$ cat config.mk
export PLATFORM = sky130hd
export DESIGN_NAME = pipe_ctrl
export DESIGN_NICKNAME = d
export VERILOG_FILES = /design/src/rtl/pipe_ctrl_pkg.sv /design/src/rtl/pipe_ctrl_decode.sv /design/src/rtl/pipe_ctrl.sv
export SDC_FILE = /design/constraint.sdc
export NUM_CORES = 1
export LEC_CHECK = 0
export ABC_AREA = 1
export ABC_CLOCK_PERIOD_IN_PS = 4600
export CORE_MARGIN = 3
export CORE_UTILIZATION = 54
export CTS_BUF_LIST = sky130_fd_sc_hd__clkbuf_8
export CTS_CLUSTER_SIZE = 8
export DETAILED_ROUTE_END_ITERATION = 7
export HOLD_SLACK_MARGIN = 0.15
export PLACE_DENSITY = 0.92
export SYNTH_ARGS = -nofsm -noshare
export SYNTH_HDL_FRONTEND = slang
export SYNTH_HIERARCHICAL = 1
export SYNTH_SLANG_ARGS = --single-unit
$ cat constraint.sdc
create_clock -name clk -period 4.6 [get_ports clk]
set_clock_uncertainty 0.05 [all_clocks]
set_input_delay 0.46 -clock clk [delete_from_list [all_inputs] [get_ports clk]]
set_output_delay 0.46 -clock clk [all_outputs]
set_load 0.03 [all_outputs]
$ cat src/rtl/pipe_ctrl_pkg.sv
// Shared opcode definitions and class flags for the A/B accumulator pipeline.
package pipe_ctrl_pkg;

  localparam int OP_W = 6;

  typedef logic [OP_W-1:0] opcode_t;

  localparam opcode_t OP_NOP   = 6'h00;
  localparam opcode_t OP_LDA   = 6'h01;
  localparam opcode_t OP_LDB   = 6'h02;
  localparam opcode_t OP_LDCA  = 6'h03;
  localparam opcode_t OP_LDCB  = 6'h04;
  localparam opcode_t OP_STA   = 6'h05;
  localparam opcode_t OP_STB   = 6'h06;
  localparam opcode_t OP_ADDA  = 6'h07;
  localparam opcode_t OP_ADDB  = 6'h08;
  localparam opcode_t OP_ADDCA = 6'h09;
  localparam opcode_t OP_ADDCB = 6'h0A;
  localparam opcode_t OP_SUBA  = 6'h0B;
  localparam opcode_t OP_SUBB  = 6'h0C;
  localparam opcode_t OP_SUBCA = 6'h0D;
  localparam opcode_t OP_SUBCB = 6'h0E;
  localparam opcode_t OP_ANDA  = 6'h0F;
  localparam opcode_t OP_ANDB  = 6'h10;
  localparam opcode_t OP_ANDCA = 6'h11;
  localparam opcode_t OP_ANDCB = 6'h12;
  localparam opcode_t OP_ORA   = 6'h13;
  localparam opcode_t OP_ORB   = 6'h14;
  localparam opcode_t OP_ORCA  = 6'h15;
  localparam opcode_t OP_ORCB  = 6'h16;
  localparam opcode_t OP_ASLA  = 6'h17;
  localparam opcode_t OP_ASRA  = 6'h18;

  typedef struct packed {
    logic reads_a;
    logic reads_b;
    logic load_a;
    logic load_b;
  } op_class_t;

endpackage

$ cat src/rtl/pipe_ctrl_decode.sv
// Combinational opcode classifier: which accumulators an opcode reads and
// whether it is a memory load into A or B.
module opcode_class_decode
  import pipe_ctrl_pkg::*;
#(
  parameter int OPW = OP_W
) (
  input  logic [OPW-1:0] opcode,
  output logic           reads_a,
  output logic           reads_b,
  output logic           mem_load_a,
  output logic           mem_load_b
);

  op_class_t cls;

  always_comb begin
    cls = '0;
    case (opcode)
      OPW'(OP_LDA):  cls.load_a = 1'b1;
      OPW'(OP_LDB):  cls.load_b = 1'b1;
      // Register-sourced loads resolve in EX and are covered by forwarding.
      OPW'(OP_LDCA),
      OPW'(OP_LDCB): cls = '0;
      OPW'(OP_STA),
      OPW'(OP_ADDCA),
      OPW'(OP_SUBCA),
      OPW'(OP_ANDCA),
      OPW'(OP_ORCA),
      OPW'(OP_ASLA),
      OPW'(OP_ASRA): cls.reads_a = 1'b1;
      OPW'(OP_STB),
      OPW'(OP_ADDCB),
      OPW'(OP_SUBCB),
      OPW'(OP_ANDCB),
      OPW'(OP_ORCB): cls.reads_b = 1'b1;
      OPW'(OP_ADDA),
      OPW'(OP_ADDB),
      OPW'(OP_SUBA),
      OPW'(OP_SUBB),
      OPW'(OP_ANDA),
      OPW'(OP_ANDB),
      OPW'(OP_ORA),
      OPW'(OP_ORB): begin
        cls.reads_a = 1'b1;
        cls.reads_b = 1'b1;
      end
      default: cls = '0;
    endcase
  end

  assign reads_a    = cls.reads_a;
  assign reads_b    = cls.reads_b;
  assign mem_load_a = cls.load_a;
  assign mem_load_b = cls.load_b;

endmodule

$ cat src/rtl/pipe_ctrl.sv
// Opcode tracking registers ID/EX/MEM/WB with load-use bubbles, branch flush
// and memory-wait freeze. PIPE_CTRL_PERF_EN adds saturating stall/flush counters.
module pipe_ctrl
  import pipe_ctrl_pkg::*;
#(
  parameter int OPW  = 6,
  parameter int CNTW = 16
) (
  input  logic            clk,
  input  logic            rst_n,
  input  logic [OPW-1:0]  instr_IF,
  input  logic            valid_IF,
  input  logic            branch_taken,
  input  logic            freeze,
  output logic [OPW-1:0]  instruction_ID,
  output logic [OPW-1:0]  instruction_EX,
  output logic [OPW-1:0]  instruction_MEM,
  output logic [OPW-1:0]  instruction_WB,
  output logic            stall
`ifdef PIPE_CTRL_PERF_EN
  ,
  output logic [CNTW-1:0] stall_count,
  output logic [CNTW-1:0] flush_count
`endif
);

  localparam logic [OPW-1:0] NOP = OPW'(OP_NOP);

  logic id_reads_a, id_reads_b, id_load_a, id_load_b;
  logic ex_reads_a, ex_reads_b, ex_load_a, ex_load_b;
  logic hz;

  function automatic logic [CNTW-1:0] sat_inc(input logic [CNTW-1:0] v);
    return (&v) ? v : v + 1'b1;
  endfunction

  opcode_class_decode #(.OPW(OPW)) u_dec_id (
    .opcode     (instruction_ID),
    .reads_a    (id_reads_a),
    .reads_b    (id_reads_b),
    .mem_load_a (id_load_a),
    .mem_load_b (id_load_b)
  );

  opcode_class_decode #(.OPW(OPW)) u_dec_ex (
    .opcode     (instruction_EX),
    .reads_a    (ex_reads_a),
    .reads_b    (ex_reads_b),
    .mem_load_a (ex_load_a),
    .mem_load_b (ex_load_b)
  );

  // Only EX-stage memory loads matter; ID's load flags and EX's read flags are
  // produced by the shared decoder but carry no hazard information here.
  logic unused_flags;
  assign unused_flags = id_load_a | id_load_b | ex_reads_a | ex_reads_b;

  assign hz    = (id_reads_a & ex_load_a) | (id_reads_b & ex_load_b);
  assign stall = hz & ~branch_taken & ~freeze;

  // Stage registers: freeze > flush > bubble > advance
  always_ff @(posedge clk or negedge rst_n) begin
    if (!rst_n) begin
      instruction_ID  <= NOP;
      instruction_EX  <= NOP;
      instruction_MEM <= NOP;
      instruction_WB  <= NOP;
    end else if (!freeze) begin
      instruction_MEM <= instruction_EX;
      instruction_WB  <= instruction_MEM;
      if (branch_taken) begin
        instruction_ID <= NOP;
        instruction_EX <= NOP;
      end else if (hz) begin
        instruction_EX <= NOP;
      end else begin
        instruction_ID <= valid_IF ? instr_IF : NOP;
        instruction_EX <= instruction_ID;
      end
    end
  end

`ifdef PIPE_CTRL_PERF_EN
  // Event counters
  always_ff @(posedge clk or negedge rst_n) begin
    if (!rst_n) begin
      stall_count <= '0;
      flush_count <= '0;
    end else if (!freeze) begin
      if (branch_taken) begin
        flush_count <= sat_inc(flush_count);
      end else if (hz) begin
        stall_count <= sat_inc(stall_count);
      end
    end
  end
`endif

endmodule

# After elaboration in Yosys (flattened, before gate mapping)
# Cells that the tools add are included.
# Widths: inputs -> output; s select.
dict set report totals {
  regBits 24
  elab_cells 46
}
dict set report classes {
  n_eq_ne 23
  muxes 9
  n_bitwise 7
  n_reduce_logical 3
}
# cell count
set op_table {}
lappend op_table {{$eq 6x5->1 const B} 9}
lappend op_table {{$eq 6x4->1 const B} 8}
lappend op_table {{$mux 6} 5}
lappend op_table {{$eq 6x3->1 const B} 3}
lappend op_table {{$reduce_or 15->1} 1}
lappend op_table {{$reduce_or 13->1} 1}
lappend op_table {{$eq 6x1->1 const B} 1}
lappend op_table {{$eq 6x2->1 const B} 1}
lappend op_table {{$and 1x1->1} 4}
lappend op_table {{$mux 1} 4}
lappend op_table {{$ne 2x2->1 const B} 1}
lappend op_table {{$not 1->1} 2}
lappend op_table {{$reduce_and 2->1} 1}
lappend op_table {{$or 1x1->1} 1}

# Depth between registers and ports, before layout
dict set report depth {
  word_depth 7
  ltp_mapped 14
}

# Hierarchy
# Netlist, hierarchy kept.
# module instances cells_per_inst area_each_um2 seq_area_each_um2
set modules_own_cells {}
lappend modules_own_cells {pipe_ctrl 1 115 1001.0 600.6}
lappend modules_own_cells {opcode_class_decode 2 45 202.7 0.0}

# Worst setup path after synthesis
# Ideal clock, no wire load.
dict set report synth_timing {
  kind {register -> output}
  from {reg instruction_ID[1]}
  to {out stall}
  t_arrival_ns 1.773
  required_time_ns 4.090
  path_slack_ns 2.317
  stages_incl_launch_ff 10
  path_buffers 0
  path_cell_list {dfrtp_1 > nor2_2 > nand2_1 > o21ai_1 > nand3_1 > nand3_2 > nand2_1 > nand2_2 > nand2_4 > nor2_1}
}
dict set report synth_between {
  elab_chain_cells 7
  word_cells_on_any_way 29
}
# item line_no
set synth_lines {}
lappend synth_lines {{start, declared} pipe_ctrl.sv:15} ;# output logic [OPW-1:0] instruction_ID,
lappend synth_lines {{start signal, assigned} pipe_ctrl.sv:77} ;# instruction_ID <= valid_IF ? instr_IF : NOP;
lappend synth_lines {{$eq 6x3->1 (tied with other cells)} pipe_ctrl_decode.sv:19} ;# case (opcode)
lappend synth_lines {{$reduce_or 15->1 (no line) *} -}
lappend synth_lines {{$mux 1 *} pipe_ctrl_decode.sv:19}
lappend synth_lines {{via id_reads_a} pipe_ctrl.sv:29} ;# logic id_reads_a, id_reads_b, id_load_a, id_load_b;
lappend synth_lines {{$and 1x1->1 *} pipe_ctrl.sv:58} ;# assign hz = (id_reads_a & ex_load_a) | (id_reads_b & ex_load_b);
lappend synth_lines {{$or 1x1->1 *} pipe_ctrl.sv:58}
lappend synth_lines {{$and 1x1->1 * (2 in series)} pipe_ctrl.sv:59} ;# assign stall = hz & ~branch_taken & ~freeze;
lappend synth_lines {{end, declared} pipe_ctrl.sv:19} ;# output logic stall
# Mark *: on every way through the listed nets, which the timed path passes. The rest lies on a longest branch.

# Worst setup path in the final report
# Ends and elaborated chain as after synthesis.

==> metrics.yaml <==
combPwrFrac: 0.196
dp.cells: 223
fillers: 148
core_area_mm2: 0.002062
yosysWarnings: 6
crit_fanout: 8
path_class: "reg2out"
power_frac_clock: 0.357
fin_setup_tns_ps: 0
multiInputGateArea_um2: 523.0
synth_area_mm2: 0.001227
critical_path_required_ps: 4090
drc: 0
max_freq_mhz: 331.4
hold_class: "reg2reg"
drtIter0Drc: 34
slowest_delay_ps: 690
crit_top_cell: "nand2_1"
hpwl_mm: 2.162
avgViaCountPerCell: 5.454
slowest_stage: "clkdlybuf4s50_1"
switching_share: 0.2801
hold_viol: 0
die_h_um: 53.68
syn_avg_cell_area_um2: 7.439
rsz0062_at_grt: "false"
place_congestion: 0.7832
clk_latency_ps: 270
grt_pass1_vias: 1204
drt_pre_antenna_iters: 4
root_buffer: "clkbuf_8"
layout_common_cells: "64 x nand2_1, 35 x clkdlybuf4s50_1, 24 x dfrtp_1"
boundaryPins: 36
finalCritPeriodShare: 0.6560
die_x_um: 53.68
cts.clk_slew.worst_paths_ps: 90
postRouteWirelength_mm: 3.059
grt_max_degree: 25
path_cells: "nor2_2 > nand2_1 > o21ai_1 > nand3_1 > nand3_2 > nand2_1 > nand2_2 > nand2_4 > nor2_1 > clkdlybuf4s50_1"
row_count: 16
dieArea_mm2: 0.002881
use_met3: 0.03601
clockBufferDepth: 2
setup_viol: 0
max_slew.worst_pin.slew_ps: 1090
ant_nets: 0
end_kind: "output port"
wl_per_cell_um: 13.48
overflow: 0
netlist_instances: 165
grt_use_met1: 0.3034
power_frac_seq: 0.447
cts_sinks: 24
area_growth_syn_to_layout_pct: 34.76
h-tree-depth: 1
cts_tree: "yes"
instances_no_fill: 227
vias: 1238
vdd_drop_max_mv: 0.2601
arrival_ps: 2510
p_sw_w: 0.0001475
max-cap-violations: 0
cts_hold_buf: 0
grt_util_met2: 0.4093
port_buffers: 35
busiest_layer: "met2"
drive_above_1_share: 0.09500
diodes: 0
fin_crit_ps: 3017
cts_made_buffers: 3
cp-start-kind: "register"
finalMaxSlewViolations: 0
syn-num-nets: 176
antenna_found_initial: 0
post_cts_buffers: 0
outcome: "finished clean"
slew_headroom: 0.2714
nets: 212
powerDensity_mw_per_mm2: 318.3
ff_latch_area_um2: 600.6
grt_pass1_wl_mm: 5.140
grt_use_total: 0.2402
p_leak_nw: 0.8216
cts-resized-gates: 0
intPower_w: 0.0003791
final_common_cell: "nand2_1"
start_util: 0.5953
## final cells by class
type,instances,share of cell area
Sequential cell,24,0.3631
Multi-Input combinational cell,117,0.3162
Timing Repair Buffer,35,0.2118
Inverter,20,0.04539
Clock buffer,3,0.02496
Tap cell,27,0.02042
Clock inverter,1,0.01815
## power groups by stage
stage / Clock [W] / Sequential (W) / Combinational, W
2_1_floorplan: 0 / 0.000261 / 0.0000353
3_3_place_gp: 0 / 0.000238 / 0.0000990
3_5_place_dp: 0 / 0.000239 / 0.000102
4_1_cts: 0.000188 / 0.000235 / 0.000103
5_1_grt: 0.000198 / 0.000237 / 0.000111
6_report: 0.000188 / 0.000236 / 0.000103
## state kept, by name (all words and copies together) (netlist names)
signal	cells
instruction_EX	6
instruction_ID	6
instruction_MEM	6
instruction_WB	6
## routing by layer
| layer | up-vias | wire, µm |
|---|---|---|
| li1 | 583 | - |
| met1 | 592 | 1274 |
| met2 | 60 | 1534 |
| met3 | 3 | 226 |
| met4 | 0 | 25 |
| met5 | - | 0 |
## worst max-delay path: cells and delay by family (launching register included)
family	cells	cell delay (ps)
and+or+nand+nor	8	940
buffers and inverters	1	690
DFF	1	470
AOI/OAI and AO/OA	1	120
## through the flow
stage,area [µm²],utilization,worst slack (ps),hold slack [ps],total power (W)
floorplan,1227,-,2343,114.4,0.0002962
global placement,1583,0.7676,1939,413.1,0.0003375
detailed placement,1583,0.7676,1946,414.4,0.0003413
CTS,1654,0.8022,1610,437.6,0.0005268
global route,1654,0.8022,1409,452.6,0.0005467
finish,1654,0.8022,1583,435.0,0.0005265
## final timing paths
path	startpoint	endpoint	slack [ps]	depth (start not counted)
max	instruction_ID[1]	stall	1580	10
min	instruction_WB[0]	instruction_WB[0]	430	2
max reg2reg	instruction_ID[1]	instruction_ID[0]	2780	11
min reg2reg	instruction_WB[0]	instruction_WB[0]	430	2
max in group asynchronous	rst_n	instruction_EX[1]	3130	1
min in group asynchronous	rst_n	instruction_MEM[4]	720	1
No activity file was read; power rests on OpenSTA's default activity.
